`config.mk`:
```
export PLATFORM = sky130hd
export DESIGN_NAME = arb_mux_nto1
export DESIGN_NICKNAME = d
export VERILOG_FILES = /design/src/rtl/arb_mux_pkg.sv /design/src/rtl/arb_mux_picker.sv /design/src/rtl/arb_mux_nto1.sv
export SDC_FILE = /design/constraint.sdc
export NUM_CORES = 1
export LEC_CHECK = 0
export ABC_AREA = 1
export ABC_CLOCK_PERIOD_IN_PS = 3000
export BUFFER_PORTS_ARGS = -buffer_cell sky130_fd_sc_hd__buf_4
export CAP_MARGIN = 20
export CORE_MARGIN = 3
export CORE_UTILIZATION = 46
export DETAILED_ROUTE_END_ITERATION = 8
export PLACE_DENSITY = 0.94
export SETUP_SLACK_MARGIN = 0.1
export SYNTH_ARGS = -nofsm -noshare
export SYNTH_HDL_FRONTEND = slang
export SYNTH_SLANG_ARGS = --single-unit
```
`constraint.sdc`:
```
create_clock -name clk -period 3 [get_ports clk]
set_input_delay 0.3 -clock clk [delete_from_list [all_inputs] [get_ports clk]]
set_output_delay 0.3 -clock clk [all_outputs]
set_load 0.005 [all_outputs]
```
`src/rtl/arb_mux_pkg.sv`:
```
// ============================================================================
// Module      : arb_mux_pkg
// Description : Shared defaults, legal channel-count range and width helpers
//               for the arbitrating N:1 word multiplexer.
// Revision    : 1.0 - initial release
// ============================================================================
`default_nettype none

package arb_mux_pkg;

  localparam int DEFAULT_WIDTH  = 32;
  localparam int DEFAULT_NUM_IN = 4;
  localparam int NUM_IN_MIN     = 2;
  localparam int NUM_IN_MAX     = 16;

  function automatic int clog2(input int value);
    int result;
    result = 0;
    for (int v = value - 1; v > 0; v = v >> 1) begin
      result++;
    end
    return result;
  endfunction

  // Channel index width; a single channel still needs one bit.
  function automatic int sel_width(input int num_in);
    return (clog2(num_in) < 1) ? 1 : clog2(num_in);
  endfunction

endpackage : arb_mux_pkg

`default_nettype wire

```
`src/rtl/arb_mux_picker.sv`:
```
// ============================================================================
// Module      : arb_mux_picker
// Description : Combinational request picker. Searches from ptr upward with
//               wrap at NUM_IN; ptr = 0 gives lowest-index-wins priority.
// Revision    : 1.0 - initial release
// ============================================================================
`default_nettype none

module arb_mux_picker
  import arb_mux_pkg::*;
#(
  parameter int NUM_IN = DEFAULT_NUM_IN,
  parameter int SEL_W  = sel_width(DEFAULT_NUM_IN)
) (
  input  logic [NUM_IN-1:0] valid,
  input  logic [SEL_W-1:0]  ptr,
  output logic [NUM_IN-1:0] grant,
  output logic [SEL_W-1:0]  idx,
  output logic              any
);

  always_comb begin
    int ch;
    ch    = 0;
    grant = '0;
    idx   = '0;
    any   = 1'b0;
    for (int k = 0; k < NUM_IN; k++) begin
      // ptr is always below NUM_IN, so one subtraction is enough to wrap.
      ch = int'(ptr) + k;
      if (ch >= NUM_IN) begin
        ch = ch - NUM_IN;
      end
      if (!any && valid[ch]) begin
        any       = 1'b1;
        grant[ch] = 1'b1;
        idx       = SEL_W'(ch);
      end
    end
  end

endmodule : arb_mux_picker

`default_nettype wire

```
`src/rtl/arb_mux_nto1.sv`:
```
// ============================================================================
// Module      : arb_mux_nto1
// Description : N-input arbitrating word mux with a registered valid/ready
//               output stage. Define MUX_RR_EN for round-robin arbitration;
//               otherwise the lowest valid channel index wins.
// Revision    : 1.0 - initial release
// ============================================================================
`default_nettype none

module arb_mux_nto1
  import arb_mux_pkg::*;
#(
  parameter  int WIDTH  = DEFAULT_WIDTH,
  parameter  int NUM_IN = DEFAULT_NUM_IN,
  localparam int SEL_W  = sel_width(NUM_IN)
) (
  input  logic                    clk,
  input  logic                    reset,
  input  logic [NUM_IN*WIDTH-1:0] in_data,
  input  logic [NUM_IN-1:0]       in_valid,
  output logic [NUM_IN-1:0]       in_ready,
  output logic [WIDTH-1:0]        out_data,
  output logic [SEL_W-1:0]        out_sel,
  output logic                    out_valid,
  input  logic                    out_ready
);

  if ((NUM_IN < NUM_IN_MIN) || (NUM_IN > NUM_IN_MAX)) begin : g_num_in_range_err
    $error("arb_mux_nto1: NUM_IN out of supported range");
  end

  logic [SEL_W-1:0]  ptr;
  logic [NUM_IN-1:0] grant;
  logic [SEL_W-1:0]  grant_idx;
  logic              grant_any;
  logic              load_ok;
  logic              xfer;
  logic [WIDTH-1:0]  sel_word;

  arb_mux_picker #(
    .NUM_IN (NUM_IN),
    .SEL_W  (SEL_W)
  ) u_picker (
    .valid (in_valid),
    .ptr   (ptr),
    .grant (grant),
    .idx   (grant_idx),
    .any   (grant_any)
  );

  assign load_ok = ~out_valid | out_ready;
  assign xfer    = grant_any & load_ok;

  // Gating with reset makes in_ready fall immediately when reset asserts.
  assign in_ready = (load_ok && !reset) ? grant : '0;

  // Grant is one-hot, so an AND-OR reduction is a single N:1 mux level.
  always_comb begin
    sel_word = '0;
    for (int i = 0; i < NUM_IN; i++) begin
      if (grant[i]) begin
        sel_word = sel_word | in_data[i*WIDTH +: WIDTH];
      end
    end
  end

  always_ff @(posedge clk or posedge reset) begin
    if (reset) begin
      out_valid <= 1'b0;
      out_data  <= '0;
      out_sel   <= '0;
    end else if (xfer) begin
      out_valid <= 1'b1;
      out_data  <= sel_word;
      out_sel   <= grant_idx;
    end else if (out_ready) begin
      out_valid <= 1'b0;
    end
  end

`ifdef MUX_RR_EN
  // Wrap explicitly so a non-power-of-two NUM_IN never points past the last channel.
  always_ff @(posedge clk or posedge reset) begin
    if (reset) begin
      ptr <= '0;
    end else if (xfer) begin
      if (grant_idx == SEL_W'(NUM_IN - 1)) begin
        ptr <= '0;
      end else begin
        ptr <= grant_idx + 1'b1;
      end
    end
  end
`else
  assign ptr = '0;
`endif

endmodule : arb_mux_nto1

`default_nettype wire

```
# Yosys cells after proc, flatten, opt, wreduce, memory -nomap -nowiden
# Index checks and enable logic that the tools add are counted.
# totals
input_bits	135
output_inout_bits	39
word_cells	36
reg_bits	35
# op_classes
reduce_logical	9
mux	18
bitwise	6
# op_table
op	n
$mux W32	4
$or A32 B32 Y32	3
$mux W1	8
$mux W4	2
$mux W2	3
$logic_and A1 B1 Y1	4
$logic_not A1 Y1	4
$mux W3	1
$reduce_bool A2 Y1	1
$and A1 B1 Y1	1
$not A1 Y1	1
$or A1 B1 Y1	1

# Depth between registers and ports, before layout
# depth
depth_word	17
ltp_mapped	9
ltp_nobuf	7

# Modules after synthesis
# Synthesis repeated with hierarchy kept, for this count alone.
# unflattened
cells_unflattened	444
area_unflattened_um2	2912.8
# by_module_without_submodules
mod	area_each_um2	cells_each	seq_area_each_um2	instances
arb_mux_nto1	2452.4	367	875.8	1
arb_mux_picker	460.4	77	0.0	1

# Least setup slack after synthesis
# No wires, ideal clock.
# synth_path
path_type	input port to output port
start	input port reset
end	output port in_ready[2]
required_ps	2700
setup_slack_ps	1166
arrival_ps	1534
path_buffers	0
path_stages	3
path_cell_list	inv_1 nand2_1 nor4_1
# synth_via
elab_chain_cells	3
# synth_lines
element	line	source
start, declared	arb_mux_nto1.sv:18	input logic reset,
$logic_not A1 Y1 (no line)	--	
$logic_and A1 B1 Y1	arb_mux_nto1.sv:55	assign in_ready = (load_ok && !reset) ? grant : '0;
$mux W4	arb_mux_nto1.sv:55	
end, declared	arb_mux_nto1.sv:21	output logic [NUM_IN-1:0] in_ready,
# No other way between the ends.

# Final worst setup path
# layout_path
start	input port in_valid[0]
end	output port in_ready[0]
# layout_via
elab_chain_cells	5
# layout_lines
element	line	source
start, declared	arb_mux_nto1.sv:20	input logic [NUM_IN-1:0] in_valid,
$mux W1	arb_mux_picker.sv:34	if (!any && valid[ch]) begin
$mux W2	arb_mux_picker.sv:34	
$mux W3	arb_mux_picker.sv:34	
$mux W4	arb_mux_picker.sv:34	
$mux W4	arb_mux_nto1.sv:55	
# No other way between the ends.

==> reports/results.tsv <==
metric	value	unit
outcome	complete, no violations	
setup_viol	0	
async_flop_share	100	%
postSynthAreaPerCell	6.30	sq um
reg2reg_from	out_valid	
worstSetupPathType	in -> out	
worstMarginPinSlew	1.07	ns
start_kind	input pin	
cts_tree	done	
skew	0.00473	ns
insertion_delay	0.28	ns
die_y	81.5	um
synthDistinctLibCells	20	
switching_power	0.461	mW
finalHoldViolations	0	
mappedNetlistArea	0.00262	sq mm
grt_pass1_vias	3146	
io_buffers	173	
cp_max_fo	37	
critPathLaunch	in_valid[0]	
nNetsFinal	699	
wl_per_cell	14.7	um
synthCells	416	
drive_gt1_share	33.5	%
maxSlewViolCount	0	
diodes	0	
ctsHoldBuffers	0	
cts_setup_buffers	0	
die-width	81.5	um
power_frac_comb	36.2	%
synth_top_flop_cell	dfrtp_1	
antenna_left	0	
grt_overflow	0	
start_util	49.4	%
ys_warn_count	0	
synth_edf_count	0	
yosys-top-cells-count	166 x nand2_1, 96 x nand3_1, 39 x inv_1, 35 x dfrtp_1, 32 x nand4_1	
clk_path_buf_depth	2	
gr-usage-all-layers	27.5	%
fmax	499	MHz
synth.area.top_cells	dfrtp_1 33%, nand2_1 24%, nand3_1 18%, nand4_1 7.6%, inv_1 5.6%	
die_area	0.00664	sq mm
place_area	0.00381	sq mm
hp-class	in -> async	
period_share	66.9	%
syn_to_final_growth	48.9	%
drt_pass1_iterations	5	
seqPwrFrac	40.9	%
cts_buffers	5	
yosysTopAreaCell	dfrtp_1	
io_pins	174	
place_congestion	0.806	
drc_errors	0	
synth_fp_nets	551	
core_area	0.00530	sq mm
synth-seq-cells	35	
fin_tns_setup	0	ns
yosysTopAreaCellShare	33.4	%
switching_share	32.2	%
drtIter0Drc	170	
cts_root_buffer	clkbuf_8	
p_per_area	367	mW/mm^2
finalWirelength	9340	um
grt_pass1_wl	14400	um
vias_per_cell	5.29	
setup_slack	0.994	ns
power.leakage	2.24	nW
grt_max_degree	66	
cts_num_sinks	35	
synth-seq-area-share	33.4	%
yosysMostFrequentCell	nand2_1	
clkPwrFrac	22.9	%
cts.htree.levels	2	
whs	0.157	ns
place_ws	0.855	ns
total_power	1.43	mW
required	2.70	ns
vdd_ir_drop_max	0.270	mV
rows	26	
clk_pin_slew	0.07	ns
slew_headroom	28.4	%
end_kind	output pin	
drv_cap	0	
ctsResizeCount	0	
via_count	3357	
min_period	2.01	ns
dp_hpwl	6740	um
rsz0062_at_grt	false	
antenna_found_initial	0	
worst_ep_arrival_time	1.71	ns
final_area	0.00390	sq mm
p_int	0.971	mW
## registers in the layout (all words and copies together) (netlist names)
name / flops
out_sel: 2
out_data: 32
out_valid: 1
## power by group through the flow
| stage | combinational [mW] | clock, mW | sequential, mW |
|---|---|---|---|
| 3_3_place_gp | 0.502 | 0 | 0.591 |
| 2_1_floorplan | 0.231 | 0 | 0.592 |
| 3_5_place_dp | 0.518 | 0 | 0.593 |
| 6_report | 0.519 | 0.328 | 0.586 |
| 5_1_grt | 0.573 | 0.356 | 0.593 |
| 4_1_cts | 0.520 | 0.333 | 0.585 |
## cell type report
type,instances,area (sq um)
timing repair buffer,176,1320
tap,70,87.6
clock buffer,5,68.8
sequential,35,876
fill,449,1400
clock inverter,3,20.0
inverter,41,156
multi-input combinational,305,1370
## cells by family (layout without fill, tap and decap cells)
group / Yosys count / after routing / share of synthesized area (%)
AOI/OAI and AO/OA: 3 / 3 / 1.00
buffers and inverters: 76 / 225 / 14.2
DFF: 35 / 35 / 33.4
and+or+nand+nor: 302 / 302 / 51.4
## critical path, stage by stage
cell and delay (ns):
buf_4 0.25, inv_1 0.83, nor2_1 0.13, buf_4 0.18
## layer usage
layer	GRT usage (%)	vias up	routed length, um
met1	32.6	1498	3440
met2	48.9	196	4760
met3	5.92	28	915
met4	9.12	0	232
met5	0	-	0
li1	-	1635	-
## per-stage QoR
step | cells | utilization (%)
floorplan | 416 | -
global route | 635 | 73.6
global placement | 627 | 71.9
detailed placement | 627 | 71.9
finish | 635 | 73.6
CTS | 635 | 73.6
## path summary, 6_finish.rpt
check | end | slack (ns) | depth (start not counted)
worst max-delay path | in_ready[0] | 0.99 | 4
worst min-delay path | out_data[26] | 0.16 | 3
worst max register to register | out_data[27] | 1.50 | 7
worst min register to register | out_data[4] | 0.48 | 2
max in group asynchronous | out_data[11] | 2.54 | 3
min in group clk | out_sel[1] | 0.34 | 4
## placed cells by master, fill, tap and decap left out, types with 2 or more instances in the layout
cell          n
buf_4       176
clkbuf_8      5
clkinvlp_4    2
dfrtp_1      35
inv_1        39
nand2_1     166
nand3_1      96
nand4_1      32
nor2_1        4
Power figures use the tool's default switching activity.
